==> src/rtl/pipeline_handshake_sop.sv <==
// Registered sum-of-products pipeline: result = sum(a[i]*b[i]) + c.
// Every stage has its own valid/ready handshake; empty stages accept while later stages stall.
module pipeline_handshake_sop #(
    parameter int N_TERMS = 4,
    parameter int DW      = 8,
    parameter int SIGNED  = 0,
    parameter int RW      = 2*DW + $clog2(N_TERMS) + 1,
    parameter int S       = $clog2(N_TERMS) + 2
) (
    input  logic                    clk,
    input  logic                    rstn,
    input  logic [N_TERMS*DW-1:0]   a_flat,
    input  logic [N_TERMS*DW-1:0]   b_flat,
    input  logic [DW-1:0]           c,
    input  logic                    valid_i,
    output logic                    ready_o,
    input  logic                    flush_i,
    output logic [RW-1:0]           result,
    output logic                    valid_o,
    input  logic                    ready_i,
    output logic [$clog2(S+1)-1:0]  occ_o
);

    localparam int L    = S - 2;           // adder-tree levels
    localparam int OW   = $clog2(S+1);
    localparam int HALF = N_TERMS / 2;

    logic [S-1:0]  v_q;
    logic [S:0]    rdy;
    logic [S-1:0]  up_v;
    logic [S-1:0]  load;

    // Level 0 holds N products; level k uses only the first N>>k entries.
    logic [RW-1:0] term_q [L+1][N_TERMS];
    logic [RW-1:0] c_q    [L+1];
    logic [RW-1:0] result_q;
    logic [RW-1:0] prod   [N_TERMS];

    function automatic logic [RW-1:0] ext(input logic [DW-1:0] x);
        logic fill;
        fill = (SIGNED != 0) && x[DW-1];
        return {{(RW-DW){fill}}, x};
    endfunction

    // A stage is ready when it is empty or everything downstream of it can move.
    always_comb begin
        logic chain;
        // NOTE: blocking assignments here build the ripple combinationally; '<=' would not.
        chain  = ready_i;
        rdy    = '0;
        rdy[S] = ready_i;
        for (int k = S-1; k >= 0; k--) begin
            chain  = chain | ~v_q[k];
            rdy[k] = chain;
        end
    end

    assign up_v    = {v_q[S-2:0], valid_i};
    assign load    = rdy[S-1:0] & up_v & {S{~flush_i}};
    assign ready_o = rdy[0] & ~flush_i;
    assign valid_o = v_q[S-1];
    assign result  = result_q;

    always_comb begin
        for (int i = 0; i < N_TERMS; i++) begin
            prod[i] = ext(a_flat[i*DW +: DW]) * ext(b_flat[i*DW +: DW]);
        end
    end

    always_ff @(posedge clk or negedge rstn) begin
        if (!rstn) begin
            v_q <= '0;
        end else if (flush_i) begin
            v_q <= '0;
        end else begin
            for (int k = 0; k < S; k++) begin
                if (rdy[k]) v_q[k] <= up_v[k];
            end
        end
    end

    always_ff @(posedge clk or negedge rstn) begin
        if (!rstn) begin
            // NOTE: data registers are reset too, so result reads 0 straight out of reset.
            for (int k = 0; k <= L; k++) begin
                for (int j = 0; j < N_TERMS; j++) term_q[k][j] <= '0;
                c_q[k] <= '0;
            end
            result_q <= '0;
        end else begin
            if (load[0]) begin
                for (int i = 0; i < N_TERMS; i++) term_q[0][i] <= prod[i];
                c_q[0] <= ext(c);
            end
            for (int k = 1; k <= L; k++) begin
                if (load[k]) begin
                    for (int j = 0; j < HALF; j++) begin
                        if (j < (N_TERMS >> k))
                            term_q[k][j] <= term_q[k-1][2*j] + term_q[k-1][2*j+1];
                    end
                    c_q[k] <= c_q[k-1];
                end
            end
            if (load[S-1]) result_q <= term_q[L][0] + c_q[L];
        end
    end

    always_comb begin
        occ_o = '0;
        for (int k = 0; k < S; k++) occ_o = occ_o + OW'(v_q[k]);
    end

endmodule

==> config.mk <==
export PLATFORM = sky130hd
export DESIGN_NAME = pipeline_handshake_sop
export DESIGN_NICKNAME = d
export VERILOG_FILES = /design/src/rtl/pipeline_handshake_sop.sv
export SDC_FILE = /design/constraint.sdc
export NUM_CORES = 1
export LEC_CHECK = 0
export BUFFER_PORTS_ARGS = -buffer_cell sky130_fd_sc_hd__buf_4
export CAP_MARGIN = 20
export CELL_PAD_IN_SITES_DETAIL_PLACEMENT = 0
export CELL_PAD_IN_SITES_GLOBAL_PLACEMENT = 2
export CORE_MARGIN = 5
export CORE_UTILIZATION = 30
export CTS_CLUSTER_DIAMETER = 150
export DETAILED_ROUTE_END_ITERATION = 6
export GPL_ROUTABILITY_DRIVEN = 0
export PLACE_DENSITY_LB_ADDON = 0.12
export SLEW_MARGIN = 20
export SYNTH_ARGS = -nofsm -noshare
export SYNTH_HDL_FRONTEND = slang
export SYNTH_SLANG_ARGS = --single-unit
==> constraint.sdc <==
create_clock -name clk -period 3.4 [get_ports clk]
set_input_delay 0.17 -clock clk [delete_from_list [all_inputs] [get_ports clk]]
set_output_delay 0.17 -clock clk [all_outputs]
set_load 0.02 [all_outputs]
==> impl_metrics.yaml <==
sta:
  fmax_mhz: 271
  tns_ps: -1840
  slew_headroom_pct: 52.7
  setup_viol: 17
  finalCriticalPeriod_ps: 3680
  hold_violations: 0
  rsz0062_at_grt: "true"
  finalClockSkew_ps: 12.8
  worst_slew_pin_slew_ps: 710
  finalCritPeriodShare_pct: 108
  worst_slack_ps: -283
  drv_slew: 0
cells_and_area:
  final_util_pct: 39.9
  drive_gt1_share_pct: 26.5
  mostFrequentLayoutCells: "280 x buf_4, 265 x nand2_1, 185 x inv_1, 175 x ha_1, 173 x and2_1"
  fillers: 5792
  syn_to_final_growth_pct: 31.1
  n_antenna_cell: 0
  stdcell_area_mm2: 0.0226
  final_common_cell: "buf_4"
  nNetsFinal: 2660
floorplan:
  die_x_um: 250
  start_util_pct: 30.4
  core_area_mm2: 0.0566
  die_h_um: 250
  core.rowCount: 87
  num_io_pins: 101
  die_area_mm2: 0.0623
synth:
  yosysWarnings: 0
  async_flop_share_pct: 100
  yosysSeqAreaShare_pct: 23.7
  synth_edf_count: 0
  synth_area_mm2: 0.0172
  syn-num-nets: 2331
  syn_avg_cell_area_um2: 9.05
  synth-seq-cells: 163
  syn_inst: 1902
  yosys_most_used_dff: "dfrtp_1"
  synth.distinct_cells: 66
flow_run:
  drv_cap: 0
cts:
  clk_latency_ps: 440
  cts_tree: "done"
  h-tree-depth: 4
  root_buffer: "clkbuf_16"
  numCtsBuffers: 17
  clk_pin_slew_ps: 70
  clock_path_buffers: 2
  cts_sinks: 163
worst_hold_path:
  hp-class: "in2reg"
  holdPathEnd: "v_q[3]"
  min_path_cells: 4
  holdCritStartpoint: "ready_i"
setup_path:
  max_stage_delay_ps: 550
  slowest_stage: "fa_1"
  rr_worst_depth: 9
  cp.arrival_ps: 3980
  reg2reg_slack_ps: 820
  cp_top_family: "adder cells"
  worstSetupStartpointType: "input port"
  crit_type: "in2reg"
  crit_buf_inv: 3
  path_cells: "buf_4 > and2_4 > fa_1 > fa_1 > fa_1 > inv_2 > fa_1 > inv_2 > ha_4 > a211o_1 > or4_4 > o21ai_4 > o21ai_2 > xnor2_1 > o21ai_1"
  endpoint_kind: "flip-flop"
  r2r-end: "term_q[145]"
  crit_top_cell: "fa_1"
  r2r_start: "term_q[190]"
  required_ps: 3700
  crit_fanout: 4
pwr:
  p_comb_share_pct: 68.1
  power.share.switching_pct: 44.3
  power_frac_clock_pct: 11.9
  p_leak_nw: 11.0
  seqPwrFrac_pct: 20.0
  ir_drop_v: 0.000358
  netSwitchingPower_w: 0.00717
  p_int_w: 0.00904
  power_density_mw_per_mm2: 718
detailed_routing:
  routedWlPerCell_um: 15.1
  vias: 13962
  viasPerCell: 4.65
  drt.antenna.violating_nets: 0
  dr.pass1.iters: 5
  drc: 0
  drt_iter0_drc: 473
  wl_mm: 45.2
outcome:
  status: "finished, violations left"
  violations: "negative setup slack"
global_route:
  grt_first_pass_wirelength_mm: 76.6
  antenna_found_initial: 0
  grt_pass1_vias: 14786
  grt-ovfl-total: 0
  grt_max_degree: 90
  grt.total_usage_pct: 14.7
place:
  portBuffers: 100
  dp_hpwl_mm: 36.8
  post_dp_cell_area_mm2: 0.0206
==> power groups by stage <==
stage               logic (W)  clock network, W  registers (W)
floorplan             0.00685                 0        0.00312
global placement      0.00986                 0        0.00330
detailed placement    0.00987                 0        0.00331
CTS                    0.0105           0.00201        0.00328
global route           0.0125           0.00208        0.00334
finish                 0.0110           0.00193        0.00324
==> worst register-to-register path: stages, from the launching register on <==
cell and delay, ps:
dfrtp_1 480, ha_1 240, inv_1 60, fa_1 400
nor2b_1 170, o31a_1 220, o32ai_2 150, o21ai_1 240
or4b_1 460, nand3b_1 100
==> per-layer routing <==
layer  track usage (%)  vias to the layer above  wire length, um
met5                 0                        -                0
met4              3.03                        0              647
met3              1.82                       29              805
li1                  -                     7054                -
met2              24.6                      134            21400
met1              20.7                     6745            22400
==> repair_timing <==
item                                    in CTS  in global routing
setup buffers                               25                 11
gates resized for setup                    151                122
endpoints found under the hold margin       38                  0
pin swaps                                  114                 84
endpoints found under the setup margin      28                 34
hold buffers                                11                  0
==> state kept, by name (all words and copies together) (netlist names) <==
register / flops
v_q: 4
c_q: 24
result: 19
term_q: 116
==> kinds of logic after synthesis <==
family / Yosys count / share of synthesized area (%)
AOI/OAI and AO/OA: 394 / 14.7
xor gates and xnor gates: 83 / 4.22
adders and majority gates: 352 / 32.1
buffers and inverters: 250 / 5.75
DFF: 163 / 23.7
muxes: 15 / 0.952
and+or+nand+nor: 645 / 18.6
==> worst max path at each step <==
stage               startpoint           to  cells after the start  slack (ps)
CTS                  b_flat[2]  term_q[224]                     15        -260
detailed placement  b_flat[23]  term_q[184]                     15        -980
global placement    b_flat[23]  term_q[184]                     15        -910
finish               b_flat[7]  term_q[224]                     15        -280
global route         a_flat[7]  term_q[222]                     15        -350
floorplan           a_flat[23]  term_q[184]                     15        -630
==> synth_stat cells, drive strengths merged, types with 7 or more instances <==
cell	number	share of area (%)
nand2	280	6.1
and2	212	7.7
inv	205	4.5
ha	203	15
dfrtp	163	24
fa	149	17
o21ai	148	4.3
a21oi	67	1.9
xor2	48	2.4
nor2	43	0.94
a21o	36	1.6
xnor2	35	1.8
nor3	31	0.93
clkbuf	30	0.77
a211oi	23	1.0
nand3	20	0.58
a31oi	15	0.54
buf	15	0.51
o211ai	15	0.65
o21a	15	0.65
o21bai	14	0.61
mux2	11	0.72
nor2b	11	0.40
nand2b	10	0.36
a2111oi	9	0.53
o31ai	9	0.42
a211o	8	0.41
and3	8	0.32
nand4	7	0.25
==> per-stage QoR <==
| stage | hold WS, ps | total power, W | std cells | worst slack (ps) |
|---|---|---|---|---|
| floorplan | -126 | 0.00997 | 1902 | -627 |
| global placement | 67.1 | 0.0132 | 2926 | -907 |
| detailed placement | 64.2 | 0.0132 | 2926 | -981 |
| CTS | 12.2 | 0.0158 | 2991 | -260 |
| global route | 61.5 | 0.0179 | 3000 | -347 |
| finish | 38.2 | 0.0162 | 3000 | -283 |
==> area by class of cell <==
class	count	area [um2]	area share, %
multi-input cells	1489	13200	58.4
flip-flops and latches	163	4080	18.1
repair buffers	355	3020	13.4
well taps	756	946	4.19
inverters	205	769	3.41
clock buffers	20	457	2.02
clock inverters	12	123	0.543
(Power assumes the default switching activity.)
